<file path="src/rtl/hack_pkg.sv">
// Shared widths and types for the Hack memory hierarchy.
package hack_pkg;
   localparam int WORD_W      = 16;
   localparam int RAM8_ADDR_W = 3;

   typedef logic [WORD_W-1:0] word_t;
endpackage

</file>
<file path="src/rtl/dmux8way.sv">
// 1-to-8 one-hot demux built as a tree of 1-to-2 demux stages.
module dmux8way (
   input  logic       in,
   input  logic [2:0] sel,
   output logic       o0,
   output logic       o1,
   output logic       o2,
   output logic       o3,
   output logic       o4,
   output logic       o5,
   output logic       o6,
   output logic       o7
);
   logic l1_lo, l1_hi;
   logic l2_0, l2_1, l2_2, l2_3;

   // Tree root splits on the MSB so each leaf pair differs only in sel[0].
   assign l1_lo = in & ~sel[2];
   assign l1_hi = in &  sel[2];

   assign l2_0 = l1_lo & ~sel[1];
   assign l2_1 = l1_lo &  sel[1];
   assign l2_2 = l1_hi & ~sel[1];
   assign l2_3 = l1_hi &  sel[1];

   assign o0 = l2_0 & ~sel[0];
   assign o1 = l2_0 &  sel[0];
   assign o2 = l2_1 & ~sel[0];
   assign o3 = l2_1 &  sel[0];
   assign o4 = l2_2 & ~sel[0];
   assign o5 = l2_2 &  sel[0];
   assign o6 = l2_3 & ~sel[0];
   assign o7 = l2_3 &  sel[0];
endmodule

</file>
<file path="src/rtl/ram8_bank.sv">
// 8-word register bank with per-word written-since-reset flags.
module ram8_bank
   import hack_pkg::*;
#(
   parameter int WIDTH  = WORD_W,
   parameter int ADDR_W = RAM8_ADDR_W
) (
   input  logic              clk,
   input  logic              rst_n,
   input  logic [WIDTH-1:0]  in,
   input  logic              load,
   input  logic [ADDR_W-1:0] address,
   output logic [WIDTH-1:0]  out,
   output logic              out_valid
);
   localparam int DEPTH = 2 ** ADDR_W;

   logic [WIDTH-1:0] mem [DEPTH];
   logic [DEPTH-1:0] flag;
   logic [DEPTH-1:0] we;

   dmux8way u_we_dmux (
      .in  (load),
      .sel (address),
      .o0  (we[0]),
      .o1  (we[1]),
      .o2  (we[2]),
      .o3  (we[3]),
      .o4  (we[4]),
      .o5  (we[5]),
      .o6  (we[6]),
      .o7  (we[7])
   );

   always_ff @(posedge clk or negedge rst_n) begin
      if (!rst_n) begin
         for (int i = 0; i < DEPTH; i++) begin
            mem[i] <= '0;
         end
         flag <= '0;
      end else begin
         for (int i = 0; i < DEPTH; i++) begin
            if (we[i]) begin
               mem[i]  <= in;
               flag[i] <= 1'b1;
            end
         end
      end
   end

   // No write-through: the read shows the stored word until the edge.
   assign out       = mem[address];
   assign out_valid = flag[address];
endmodule

</file>
<file path="config.mk">
export PLATFORM = sky130hd
export DESIGN_NAME = ram8_bank
export DESIGN_NICKNAME = d
export VERILOG_FILES = /design/src/rtl/hack_pkg.sv /design/src/rtl/dmux8way.sv /design/src/rtl/ram8_bank.sv
export SDC_FILE = /design/constraint.sdc
export NUM_CORES = 1
export LEC_CHECK = 0
export BUFFER_PORTS_ARGS = -buffer_cell sky130_fd_sc_hd__buf_2
export CAP_MARGIN = 25
export CORE_ASPECT_RATIO = 1.2
export CORE_MARGIN = 2
export CORE_UTILIZATION = 35
export CTS_BUF_LIST = sky130_fd_sc_hd__clkbuf_16
export CTS_CLUSTER_SIZE = 30
export DETAILED_ROUTE_END_ITERATION = 10
export GPL_ROUTABILITY_DRIVEN = 0
export SLEW_MARGIN = 5
export SYNTH_ARGS = -nofsm -noshare
export SYNTH_HDL_FRONTEND = slang
export SYNTH_SLANG_ARGS = --single-unit
</file>
<file path="constraint.sdc">
create_clock -name clk -period 3.2 [get_ports clk]
set_input_delay 0.16 -clock clk [delete_from_list [all_inputs] [get_ports clk]]
set_output_delay 0.16 -clock clk [all_outputs]
set_load 0.01 [all_outputs]
</file>
# [After elaboration in Yosys (flattened, before gate mapping)]
# Index checks and enable logic that the tools add are counted.
[word_totals] ff_bits=136 in_bits=22 out_inout_bits=17 wordCells=41
[classes] n_lt_le_gt_ge=2 n_mux=5 bitwise_logic=18
[op_table] op="16-bit binary-select mux with 3-bit select" n=1
[op_table] op="16-bit two-way mux" n=2
[op_table] op="1-bit bitwise AND" n=14
[op_table] op="4-bit greater-or-equal comparator, second input constant" n=1
[op_table] op="3-bit by 4-bit < comparator with 1-bit output, second input constant" n=1
[op_table] op="3-bit inverter with 4-bit output" n=1
[op_table] op="1-bit binary-select mux with 3-bit select" n=1
[op_table] op="1-bit inverter" n=3
[op_table] op="1-bit two-way mux" n=1

# [Depth between registers and ports, before layout]
[depth] word_depth=4 depth_mapped=5 depth_no_buf=2

# [Modules after synthesis]
# A second synthesis with hierarchy kept.
[hier_totals] cells_unflattened=357 hier_area_um2=6177.2
[modules_own_cells] mod="ram8_bank" n_inst=1 cells_each=349 area_each_um2=6080.8
[modules_own_cells] mod="dmux8way" n_inst=1 cells_each=8 area_each_um2=96.3

# [Worst setup path after synthesis]
# OpenSTA, ideal clock, no wires.
[synth_path] path_kind="input port to output port" from="input port address[0]" to="output port out[3]" arrival_time_ps=1354 slack_ps=1686 path_stages=5 path_buffers=3 path_cell_list="buf_6 > buf_12 > buf_12 > mux4_1 > mux2_2"
[synth_via] elab_chain_len=4
[synth_lines] element="from (decl)" line_no="ram8_bank.sv:12" rtl="input logic [ADDR_W-1:0] address,"
[synth_lines] element="3-bit inverter with 4-bit output (not written as such)" line_no="ram8_bank.sv:52" rtl="assign out = mem[address];"
[synth_lines] element="16-bit binary-select mux with 3-bit select" line_no="ram8_bank.sv:52"
[synth_lines] element="16-bit two-way mux (not written as such) (2 in series)" line_no="ram8_bank.sv:52"
[synth_lines] element="to (decl)" line_no="ram8_bank.sv:13" rtl="output logic [WIDTH-1:0] out,"
# No other way between the ends. The select of a mux whose other input is x is not followed.

# [Worst setup path in the final report]
[layout_path] from="input port address[0]" to="output port out_valid"
[layout_via] elab_chain_len=2
[layout_lines] element="1-bit binary-select mux with 3-bit select" line_no="ram8_bank.sv:53" rtl="assign out_valid = flag[address];"
[layout_lines] element="1-bit two-way mux (not written as such)" line_no="ram8_bank.sv:53"
[layout_lines] element="to (decl)" line_no="ram8_bank.sv:14" rtl="output logic out_valid"
# No other way between the ends. The select of a mux whose other input is x is not followed.

==> impl_summary.txt <==
----------------------------------------------------
[STA]
  Final-layout setup total negative slack ... 0 ns
  Worst Skew ... 0 ns
  Final period util ... 0.712
  Highest achievable clock rate ... around 0.44 GHz
  Clock period minus worst slack ... around 2.3 ns
  Number of slew-limit violations in the final report ... 0
  Setup repair after global routing missed its margin ... no
  Final hold viol count ... 0
  Relative slew margins ... 0.370
  Final number of setup-violating endpoints ... 0
  Actual transition at the worst max-transition pin ... 0.945 ns

[Synthesis]
  Area leader, netlist ... dfrtp_1
  Sequential share of the synthesized area ... 0.548
  Largest cells by area after synthesis ... dfrtp_1 55%, mux2_2 26%, mux4_2 7.6%, mux4_1 5.1%, buf_12 0.97%
  Synthesis-stage register bit count ... between 100 and 150
  Top cell types by occurrence after synthesis ... 145 x mux2_2, 136 x dfrtp_1, 21 x mux4_2
  Number of warnings issued by yosys ... 0
  Most instantiated flip-flop cell in the synthesis netlist ... dfrtp_1
  Cell area after technology mapping ... around 6200 sq um
  Synth Net Count ... 377
  Number of synthesized flops with an enable pin ... 0
  Avg Cell Area, Syn ... 17.5 sq um
  Most frequently used cell type in the post-synthesis netlist ... mux2_2
  Fraction of post-synthesis cell area in the top cell type by area ... 0.548
  Asr flop ratio synth ... 1.00
  Syn Inst Count ... 355
  Synth unique cells ... 16

[Clocking]
  Clock insertion delay at the later pin of the skew report ... 0.42 ns
  Clock tree from TritonCTS ... built
  Maximum number of buffers from clock root to sink ... 2
  Buffer cell driving the clock tree root ... clkbuf_16
  Number of buffers inserted by post-CTS setup repair ... 0
  Clk sink count ... 136
  Number of H-tree levels ... 4
  Register clock-pin slew on the reported worst setup and hold paths ... 0.06 ns
  Cts bufs inserted ... 17

[Die]
  Floorplan die width ... 126 um
  Starting density of the core ... 0.356
  Core ar. ... roughly 17000 sq um
  Die Y-Extent ... between 100 and 150 um
  IO Pins ... 39
  Total number of placement rows ... 53
  Die area ... 18800 sq um

[Worst hold path]
  Min-delay worst type ... in -> reg
  Hold endpoint ... mem[47]
  Cells on Worst Hold Path ... 2
  Worst hold start ... in[15]

[Detailed routing]
  Number of nets with antenna violations after detailed routing ... 0
  Total via count after detailed routing ... 3308
  Detailed-router iteration count before antenna repair ... 4
  DR DRC count ... 0
  WL final ... 13300 um
  Post-detailed-route via-to-cell ratio ... between 5 and 6
  DR iter-0 viols ... 196
  Final routed wire length divided by cell count ... 20.8 um

[Power]
  Pleak ... 3.06 nW
  Total power ... a little over 5 mW
  Peak VDD IR ... 0.428 mV
  Power per standard cell area ... 698 nW/um^2

[Critical path]
  Kind of cell adding the most delay to the critical path ... buffers and inverters
  Kind of critical path ... in -> out
  Startpoint types ... input port
  Critical-path cell list ... buf_2 > buf_12 > mux4_1 > mux2_2 > buf_2
  Crit-path max FO ... 26
  Arrival time of data at the critical path endpoint ... roughly 2.1 ns
  Critical path capture point type ... primary output
  Setup slack on the worst flop-to-flop path ... 2.42 ns
  CP bufs+invs ... 3
  Worst path slowest cell ... buf_2
  Worst R2R Start ... flag[4]
  Crit Reg-Reg Endpoint ... flag[4]
  Crit path largest cell delay ... 0.71 ns
  Most frequent cell on the critical path ... buf_2
  Count of cells along the worst register-to-register path ... 1
  Req. time, crit path ... just over 3 ns

[Finish]
  Fraction of layout cells with a size suffix above 1 ... 0.626
  Layout Nets ... 426
  Final design instance area without fill ... 7240 sq um
  Antenna cells ... 0
  Number of filler cells placed in the layout ... 1559
  End-of-flow core utilization ... 0.415
  Filler-free cell count of the finished design ... about 640
  Area Overhead vs Synth ... 16.6%

[GRT]
  Aggregate global-route resource usage ... 0.152
  Maximum number of pins on one net before global-route repair ... 137
  Antenna violations before repair ... 0
  Wire length of the first global-routing pass ... 21400 um
  Vias in the first global route ... between 3000 and 4000
  Total overflow reported by the global router ... 0

[Job]
  Number of violations of the max-capacitance limit ... 0

[Status]
  Run status ... complete, no violations

[Placement]
  Instance area at placement ... 6650 sq um
  HPWL after detailed placement ... 8190 um
  Cell total after placement ... 604
  Port Buffers ... 38

----------------------------------------------------
[worst max path at each step]
stage	from	endpoint	cells past startpoint
after CTS	address[0]	out_valid	5
after global placement	address[0]	mem[83]	5
final	address[0]	out_valid	5
after detailed placement	address[0]	mem[90]	5
after floorplan	address[0]	out[3]	5
after global routing	address[0]	out_valid	5
[per-stage QoR]
stage               setup slack (ns)  hold slack (ns)
finish                         0.921           0.0742
global route                   0.776           0.0748
floorplan                       1.69           -0.136
CTS                            0.860           0.0565
global placement               0.823            0.344
detailed placement             0.813            0.347
[cell type report]
| class | count | area (sq um) | area share |
|---|---|---|---|
| flip-flops and latches | 136 | 3400 | 0.470 |
| multi-input cells | 195 | 2640 | 0.364 |
| clock buffers | 17 | 425 | 0.0587 |
| repair buffers | 54 | 340 | 0.0470 |
| well taps | 220 | 275 | 0.0380 |
| clock inverters | 15 | 160 | 0.0221 |
[sequential cells by signal, summed over array words and instances (netlist names)]
register  count
mem         128
flag          8
[cell usage in the layout (no fill, tap or decap)]
cell type,n
nand2b_1,4
clkinv_4,1
clkinvlp_4,4
mux4_2,21
buf_2,37
clkinv_2,4
clkbuf_16,17
bufinv_16,3
buf_4,14
mux2_2,145
mux4_1,12
mux4_4,1
nand4_2,1
clkinv_1,3
nor4bb_4,2
dlygate4sd3_1,1
nor4b_4,1
nand4b_2,3
or2_2,4
dfrtp_1,136
buf_12,2
and4bb_2,1
[layer usage]
metal	wire length (um)	share of wire	GRT usage	up-vias
met4	225	0.017	0.0567	0
met5	0	0	0	-
met1	6060	0.46	0.193	1783
li1	-	-	-	1451
met3	464	0.035	0.0397	17
met2	6500	0.49	0.249	57
[where the power goes]
part	internal (mW)	switching (mW)	leakage (nW)
clock network	1.21	0.731	0.277
logic	0.543	0.313	1.18
registers	2.08	0.176	1.61
total	3.83	1.22	3.06
[logic make-up (layout without fill, tap and decap cells)]
kind of cell / after synthesis / count (layout) / share of synthesized area
buf+inv: 24 / 86 / 0.0320
flops: 136 / 136 / 0.548
mux: 179 / 179 / 0.394
simple gates: 16 / 16 / 0.0264
[timing repair]
item	4_1_cts	5_1_grt
endpoints found under the hold margin	136	0
gates resized for setup	0	0
hold buffers	1	0
No activity file was read; power rests on OpenSTA's default activity.
